### config.mk
export PLATFORM = sky130hd
export DESIGN_NAME = pll_lock_sequencer
export DESIGN_NICKNAME = d
export VERILOG_FILES = /design/src/rtl/pll_lock_sequencer.sv
export SDC_FILE = /design/constraint.sdc
export NUM_CORES = 1
export LEC_CHECK = 0
export CAP_MARGIN = 20
export CORE_MARGIN = 8
export CORE_UTILIZATION = 40
export CTS_CLUSTER_SIZE = 30
export DETAILED_ROUTE_END_ITERATION = 6
export GPL_ROUTABILITY_DRIVEN = 1
export MAX_ROUTING_LAYER = met4
export PLACE_DENSITY_LB_ADDON = 0.2
export SETUP_SLACK_MARGIN = 0.3
export SLEW_MARGIN = 40
export SYNTH_ARGS = -nofsm -noshare
export SYNTH_HDL_FRONTEND = slang
export SYNTH_SLANG_ARGS = --single-unit
### constraint.sdc
create_clock -name refclk -period 2.65 [get_ports refclk]
set_input_delay 0.265 -clock refclk [delete_from_list [all_inputs] [get_ports refclk]]
set_output_delay 0.265 -clock refclk [all_outputs]
set_load 0.1 [all_outputs]
### src/rtl/pll_lock_sequencer.sv
// PLL power-up and lock supervision sequencer, clocked by the free-running refclk.
// The PLL is held in reset for a fixed time. The sequencer then waits for a stable,
// synchronized extlock before it releases the fabric reset. A lock timeout retries
// a bounded number of times. A loss of lock in RUN re-sequences the PLL.
module pll_lock_sequencer #(
  parameter int PLL_RST_CYCLES      = 16,
  parameter int LOCK_STABLE_CYCLES  = 1024,
  parameter int LOCK_TIMEOUT_CYCLES = 65536,
  parameter int MAX_RETRY           = 3,
  parameter int CNT_W               = 17
) (
  input  logic       refclk,
  input  logic       rst_n,
  input  logic       extlock,
  input  logic       sw_restart,
  output logic       pll_rst,
  output logic       sys_rst_n,
  output logic       ready,
  output logic       fail,
  output logic [3:0] retry_cnt,
  output logic [7:0] lol_cnt
);

  typedef enum logic [2:0] {
    RESET_PLL = 3'd0,
    WAIT_LOCK = 3'd1,
    STABLE    = 3'd2,
    RUN       = 3'd3,
    FAIL      = 3'd4
  } state_t;

  // Terminal counts: the counter starts at zero on entry to a state, so N cycles end at N-1.
  localparam logic [CNT_W-1:0] RST_LAST  = CNT_W'(PLL_RST_CYCLES - 1);
  localparam logic [CNT_W-1:0] STB_LAST  = CNT_W'(LOCK_STABLE_CYCLES - 1);
  localparam logic [CNT_W-1:0] TMO_LAST  = CNT_W'(LOCK_TIMEOUT_CYCLES - 1);
  localparam logic [CNT_W-1:0] CNT_ZERO  = CNT_W'(0);
  localparam logic [CNT_W-1:0] CNT_ONE   = CNT_W'(1);
  localparam logic [3:0]       RETRY_MAX = 4'(MAX_RETRY);
  localparam logic [7:0]       LOL_MAX   = 8'hFF;

  logic             sync1;
  logic             lock_s;
  state_t           state;
  state_t           state_nxt;
  logic [CNT_W-1:0] cnt;
  logic [CNT_W-1:0] cnt_nxt;
  logic [3:0]       retry_nxt;
  logic [7:0]       lol_nxt;

  // Two-flop synchronizer that brings the asynchronous extlock into the refclk domain.
  always_ff @(posedge refclk or negedge rst_n) begin
    if (!rst_n) begin
      sync1  <= 1'b0;
      lock_s <= 1'b0;
    end else begin
      sync1  <= extlock;
      lock_s <= sync1;
    end
  end

  // Next-state logic. sw_restart outranks lock changes, and lock changes outrank the terminal count.
  always_comb begin
    state_nxt = state;
    cnt_nxt   = cnt;
    retry_nxt = retry_cnt;
    lol_nxt   = lol_cnt;
    if (sw_restart) begin
      state_nxt = RESET_PLL;
      cnt_nxt   = CNT_ZERO;
      retry_nxt = 4'd0;
    end else begin
      case (state)
        RESET_PLL: begin
          if (cnt == RST_LAST) begin
            state_nxt = WAIT_LOCK;
            cnt_nxt   = CNT_ZERO;
          end else begin
            cnt_nxt = cnt + CNT_ONE;
          end
        end
        WAIT_LOCK: begin
          if (lock_s) begin
            state_nxt = STABLE;
            cnt_nxt   = CNT_ZERO;
          end else if (cnt == TMO_LAST) begin
            cnt_nxt = CNT_ZERO;
            if (retry_cnt == RETRY_MAX) begin
              state_nxt = FAIL;
            end else begin
              state_nxt = RESET_PLL;
              retry_nxt = retry_cnt + 4'd1;
            end
          end else begin
            cnt_nxt = cnt + CNT_ONE;
          end
        end
        STABLE: begin
          // A dropout restarts the lock wait but does not count as a retry.
          if (!lock_s) begin
            state_nxt = WAIT_LOCK;
            cnt_nxt   = CNT_ZERO;
          end else if (cnt == STB_LAST) begin
            state_nxt = RUN;
            cnt_nxt   = CNT_ZERO;
            retry_nxt = 4'd0;
          end else begin
            cnt_nxt = cnt + CNT_ONE;
          end
        end
        RUN: begin
          cnt_nxt = CNT_ZERO;
          if (!lock_s) begin
            state_nxt = RESET_PLL;
            retry_nxt = 4'd0;
            if (lol_cnt != LOL_MAX) begin
              lol_nxt = lol_cnt + 8'd1;
            end else begin
              lol_nxt = lol_cnt;
            end
          end else begin
            state_nxt = RUN;
          end
        end
        FAIL: begin
          // FAIL is sticky. Only sw_restart or rst_n can leave it.
          state_nxt = FAIL;
          cnt_nxt   = CNT_ZERO;
        end
        default: begin
          state_nxt = RESET_PLL;
          cnt_nxt   = CNT_ZERO;
          retry_nxt = 4'd0;
        end
      endcase
    end
  end

  // State, counters and outputs. Outputs are decoded from the next state, so they switch with it.
  always_ff @(posedge refclk or negedge rst_n) begin
    if (!rst_n) begin
      state     <= RESET_PLL;
      cnt       <= CNT_ZERO;
      retry_cnt <= 4'd0;
      lol_cnt   <= 8'd0;
      pll_rst   <= 1'b1;
      sys_rst_n <= 1'b0;
      ready     <= 1'b0;
      fail      <= 1'b0;
    end else begin
      state     <= state_nxt;
      cnt       <= cnt_nxt;
      retry_cnt <= retry_nxt;
      lol_cnt   <= lol_nxt;
      pll_rst   <= (state_nxt == RESET_PLL) || (state_nxt == FAIL);
      sys_rst_n <= (state_nxt == RUN);
      ready     <= (state_nxt == RUN);
      fail      <= (state_nxt == FAIL);
    end
  end

endmodule

## Yosys cells after proc, flatten, opt, wreduce, memory -nomap -nowiden

Index checks and enable logic that the tools add are counted.

| operators by class | value |
|---|---|
| add/subtract/negate cells | 3 |
| eq/ne operators | 18 |
| muxes and demuxes | 24 |
| bitwise logic cells | 2 |
| reduce and logical (&&, ||, !) cells | 6 |

Operators by type and width:

| kind | number |
|---|---|
| 17-bit two-way mux | 6 |
| 17-bit case mux with 3 select lines | 1 |
| 4-bit two-way mux | 7 |
| 3-bit two-way mux | 7 |
| 3-bit != test, second input constant | 6 |
| 17-bit by 1-bit adder with 17-bit output, second input constant | 1 |
| 17-bit by 10-bit == test with 1-bit output, second input constant | 1 |
| 17-bit by 16-bit == test with 1-bit output, second input constant | 1 |
| 17-bit by 4-bit == test with 1-bit output, second input constant | 1 |
| 4-bit case mux with 4 select lines | 1 |
| 3-bit case mux with 5 select lines | 1 |
| 3-bit by 2-bit == test with 1-bit output, second input constant | 3 |
| 8-bit by 1-bit adder with 8-bit output, second input constant | 1 |
| 8-bit != test, second input constant | 1 |
| 7-bit AND reduction | 1 |
| 3-bit == test, second input constant | 2 |
| 3-bit zero test | 2 |
| 4-bit by 1-bit adder with 4-bit output, second input constant | 1 |
| 4-bit by 2-bit == test with 1-bit output, second input constant | 1 |
| 4-bit AND reduction | 1 |
| 3-bit by 1-bit == test with 1-bit output, second input constant | 1 |
| 2-bit two-way mux | 1 |
| 2-bit by 1-bit != test with 1-bit output, second input constant | 1 |
| 1-bit inverter | 2 |
| 2 further kinds | 2 |

| word-level totals | value |
|---|---|
| register bits | 37 |
| input port bits | 4 |
| output and inout port bits | 16 |
| word-level logic and storage cells | 62 |

## Logic depth before layout (Yosys ltp)

| depth | value |
|---|---|
| depth in word-level cells | 8 |
| depth in mapped cells | 11 |
| gate-level depth less buffers | 11 |

## Worst setup path after synthesis

Ideal clock, no wire load.

| timing | value |
|---|---|
| kind | register -> register |
| start point | register retry_cnt[0] |
| end point | register retry_cnt[3] |
| setup time | 173 ps |
| data arrival time | 2,138 ps |
| required time | 2,477 ps |
| slack | 339 ps |
| cell stages (with the launch flop) | 7 |
| path buffers | 0 |
| clock period less this slack | 2,311 ps |
| cell sequence | dfrtp_1 > ha_1 > or3b_2 > nand2_1 > nor2_1 > a41oi_1 > a31oi_1 |

| between the ends | value |
|---|---|
| cells in the longest elaborated chain, start to end | 6 |
| elaborated cells on any way between the ends | 9 |
| those cells by class | add/sub (1); eq/ne (2); mux (5); reduce/logical (1) |

Ends and longest elaborated chain:

| item | RTL line | RTL |
|---|---|---|
| start, declared | 20 | `output logic [3:0] retry_cnt,` |
| start signal, assigned | 152 | `retry_cnt <= retry_nxt;` |
| 4-bit by 1-bit adder with 4-bit output | 91 | `retry_nxt = retry_cnt + 4'd1;` |
| 4-bit two-way mux | 87 | `if (retry_cnt == RETRY_MAX) begin` |
| 4-bit two-way mux | 85 | `end else if (cnt == TMO_LAST) begin` |
| 4-bit two-way mux | 82 | `if (lock_s) begin` |
| 4-bit case mux with 4 select lines | 72 | `case (state)` |
| 4-bit two-way mux | 67 | `if (sw_restart) begin` |

Parallel ways exist; a longest one is shown, timed or not. The select of a mux whose other input is x is not followed.
A chain may end at the register's enable or synchronous reset.

## Worst setup path after layout

| timing | value |
|---|---|
| start point | register cnt[9] |
| end point | register pll_rst |

| between the ends | value |
|---|---|
| cells in the longest elaborated chain, start to end | 7 |
| elaborated cells on any way between the ends | 13 |
| those cells by class | eq/ne (4); mux (7); reduce/logical (2) |

Ends and longest elaborated chain:

| item | RTL line | RTL |
|---|---|---|
| start, declared | 45 | `logic [CNT_W-1:0] cnt;` |
| start signal, assigned | 151 | `cnt <= cnt_nxt;` |
| 17-bit by 10-bit == test with 1-bit output / 17-bit by 16-bit == test with 1-bit output (equally long branches) | 102, 85 |  |
| 3-bit two-way mux (on tied branches) | 102, 85 |  |
| 3-bit two-way mux (on tied branches) | 99, 82 |  |
| 3-bit case mux with 5 select lines (*) | 72 |  |
| 3-bit two-way mux (*) | 67 |  |
| 3-bit == test / 3-bit zero test (equally long branches) | 154 | `pll_rst <= (state_nxt == RESET_PLL) \|\| (state_nxt == FAIL);` |
| 1-bit logical OR (*) | 154 |  |
| end signal, assigned | 154 |  |
| end, declared | 16 | `output logic pll_rst,` |

Mark *: on every way between the ends. The rest lies on a longest branch, timed or not.

==> results.ini <==
[logic_synthesis]
synth_seq_area_share_pct = 47.50
synth_cells = 191
synthFlopType = dfrtp_1
synth_area_per_cell_um2 = 10.22
syn_area_um2 = 1952
synth_edf_count = 0
synthTopCellsByArea = dfrtp_1 46%, nor2_1 5.6%, xor2_1 4.9%
synth_top_area_share_pct = 46.15
synth_top_cell_by_area = dfrtp_1
syn-num-nets = 200
ys_types = 50
ys_ff_latch = 37
synthArstFlopShare_pct = 100.0
synth_warnings = 0

[floorplan]
fp.coreArea_um2 = 4723
num_io_pins = 20
die_x_um = 85.86
floorplan.initialDensity_pct = 41.32
die_height_um = 85.86
dieArea_um2 = 7371
num_rows = 25

[drt]
vias = 1452
first_pass_iters = 5
drt_wl_total_mm = 3.841
wl_per_cell_um = 13.48
first_iter_violations = 46
final_antenna_net_count = 0
avgViaCountPerCell = 5.095
drc = 0

[timing]
period_minus_slack_ns = 2.180
setup-violations-final = 0
finalCritPeriodShare_pct = 82.26
setup_tns_ns = 0
rsz0062_at_grt = no
final_hold_viol_count = 0
maxSlewHeadroom_pct = 69.12
fmax_ghz = 0.4588
worst_slew_pin_slew_ns = 0.4632
drv_slew = 0
skew_ns = 0.004424

[power]
ir_worst_vdd_mv = 0.2083
p_per_area_nw_per_um2 = 438.4
p_total_uw = 1018
leakage_uw = 0.001043

[min_path]
min_path_type = reg2reg
min_to = lock_s
worstHoldPathCells = 0
hp-start = sync1

[setup_path]
crit-reg2reg-launch = cnt[9]
critPathArrivalTime_ns = 2.41
cp_top_family = simple AND/OR/NAND/NOR gates
regToRegEndpoint = pll_rst
crit_chain = nand4_4, nor4_4, nand3_1, inv_1, ha_4, nor3_1, a21oi_1, nor3b_1, a221oi_2, a221o_1
crit_slowest_cell = dfrtp_1
r2r_slack_ns = 0.47
crit_cells = 10
slowest_delay_ns = 0.44
cp-end-kind = flip-flop
cp-start-kind = flip-flop
crit_required_ns = 2.88
critPathBufInv = 1
path_class = reg2reg
cp_max_fo = 7
rr_worst_depth = 10

[clock_network]
tritoncts = yes
postCtsHoldBufs = 0
cts_buffer_depth = 2
path_clk_slew_ns = 0.07
h-tree-depth = 2
numClockSinks = 37
cts_made_buffers = 5
cts_root_buf = clkbuf_8
insertion_delay_ns = 0.28

[placed_design]
place.detailed.hpwl_mm = 2.687
gp_congestion = 0.8672
port_buffers = 19
place_area_um2 = 2151

[cells_and_area]
fillerInstances = 438
antenna_cells = 0
drive_gt1_share_pct = 24.77
nets = 226
syn_to_final_growth_pct = 18.97
final_cell_area_um2 = 2322

[global_routing]
grt_pass1_wl_mm = 6.486
gr-total-overflow = 0
grt_pass1_vias = 1442
grt_max_degree = 38
antenna_found_initial = 0
grtUsageTotal_pct = 11.37

[run_status]
status = finished, final reports clean

[run]
max_cap_viol_count = 0

flip-flops by register name, summed over array words and instances, names as in the netlist:
register,cells
fail,1
cnt,17
retry_cnt,4
ready,1
lol_cnt,8
pll_rst,1
lock_s,1
sync1,1
state,3
placed cells by master (no fill, tap or decap), types with 2 or more instances in the layout:
master / netlist / layout
nor3b_1: 2 / 2
a31oi_1: 2 / 2
nand4_1: 5 / 5
nand3_2: 1 / 2
nand3_1: 11 / 10
inv_1: 7 / 7
buf_4: 2 / 23
nor2_2: 1 / 2
a21oi_1: 5 / 5
o21a_1: 2 / 2
nand2_1: 16 / 15
clkbuf_8: 0 / 6
nor2_1: 29 / 28
nor4_1: 2 / 2
clkdlybuf4s50_1: 0 / 3
and3_1: 4 / 4
dfrtp_1: 36 / 33
nor4_4: 1 / 2
xnor2_1: 10 / 10
o21ai_0: 3 / 3
clkbuf_1: 2 / 2
nor3_1: 5 / 5
dfrtp_2: 0 / 3
ha_1: 5 / 3
xor2_1: 11 / 11
repair_timing:
item | CTS | global route
pin swaps | 0 | 2
endpoints found under the setup margin | 6 | 25
buffers inserted | 0 | 5
resized for setup | 4 | 7
gates cloned | 0 | 0
cell type report:
type                            count  area (um2)  area share (%)
Sequential cell                    37       930.9           40.09
Multi-Input combinational cell    140       988.4           42.56
Inverter                            7       26.28           1.131
Clock buffer                        8       90.09           3.879
Timing Repair Buffer               26       202.7           8.728
Tap cell                           67       83.83           3.610
cell usage after synthesis (all sizes together), types with 2 or more instances:
library cell  count
clkbuf            2
a31oi             2
buf               5
and3              5
nor3b             2
dfrtp            36
nand4             6
nand3            12
o31ai             2
o21ai             3
ha                5
nor4              4
nor3              6
xnor2            10
nand2            16
nor2             31
xor2             11
nor2b             2
o21a              2
a21oi             5
inv               7
a211oi            2
worst max-delay path by stage:
stage,to,slack [ns],start
after floorplan,retry_cnt[3],0.34,retry_cnt[0]
after global placement,pll_rst,0.24,cnt[0]
after detailed placement,pll_rst,0.12,cnt[0]
after CTS,pll_rst,0.31,cnt[0]
after global routing,pll_rst,0.30,cnt[4]
final,pll_rst,0.47,cnt[9]
power breakdown:
part | switching (uW) | internal, uW | total, uW
Clock | 185 | 212 | 397
Combinational | 26.5 | 18.4 | 44.9
Sequential | 6.45 | 570 | 577
through the flow:
stage	instances	setup WS (ns)	hold slack, ns	utilization (%)
CTS	280	0.3075	0.3626	47.87
global placement	272	0.2403	0.3383	45.54
floorplan	191	0.3394	-0.03059	-
finish	285	0.4702	0.3605	49.17
global route	285	0.3026	0.3844	49.17
detailed placement	272	0.1196	0.3465	45.54
metal layers:
layer,global-route usage (%),vias to the layer above,part of all wire (%)
met5,-,-,0
met4,4.459,0,1.4
met3,3.820,6,4.6
met2,18.62,23,49
met1,12.49,708,45
li1,-,715,-
cell families after synthesis:
kind of cell,synth area share [%]
buf+inv,3.910
xor+xnor,9.423
fa+ha+maj,3.205
simple gates,25.71
mux,1.090
compound gates,9.167
flops,47.50
Power figures use the tool's default switching activity.
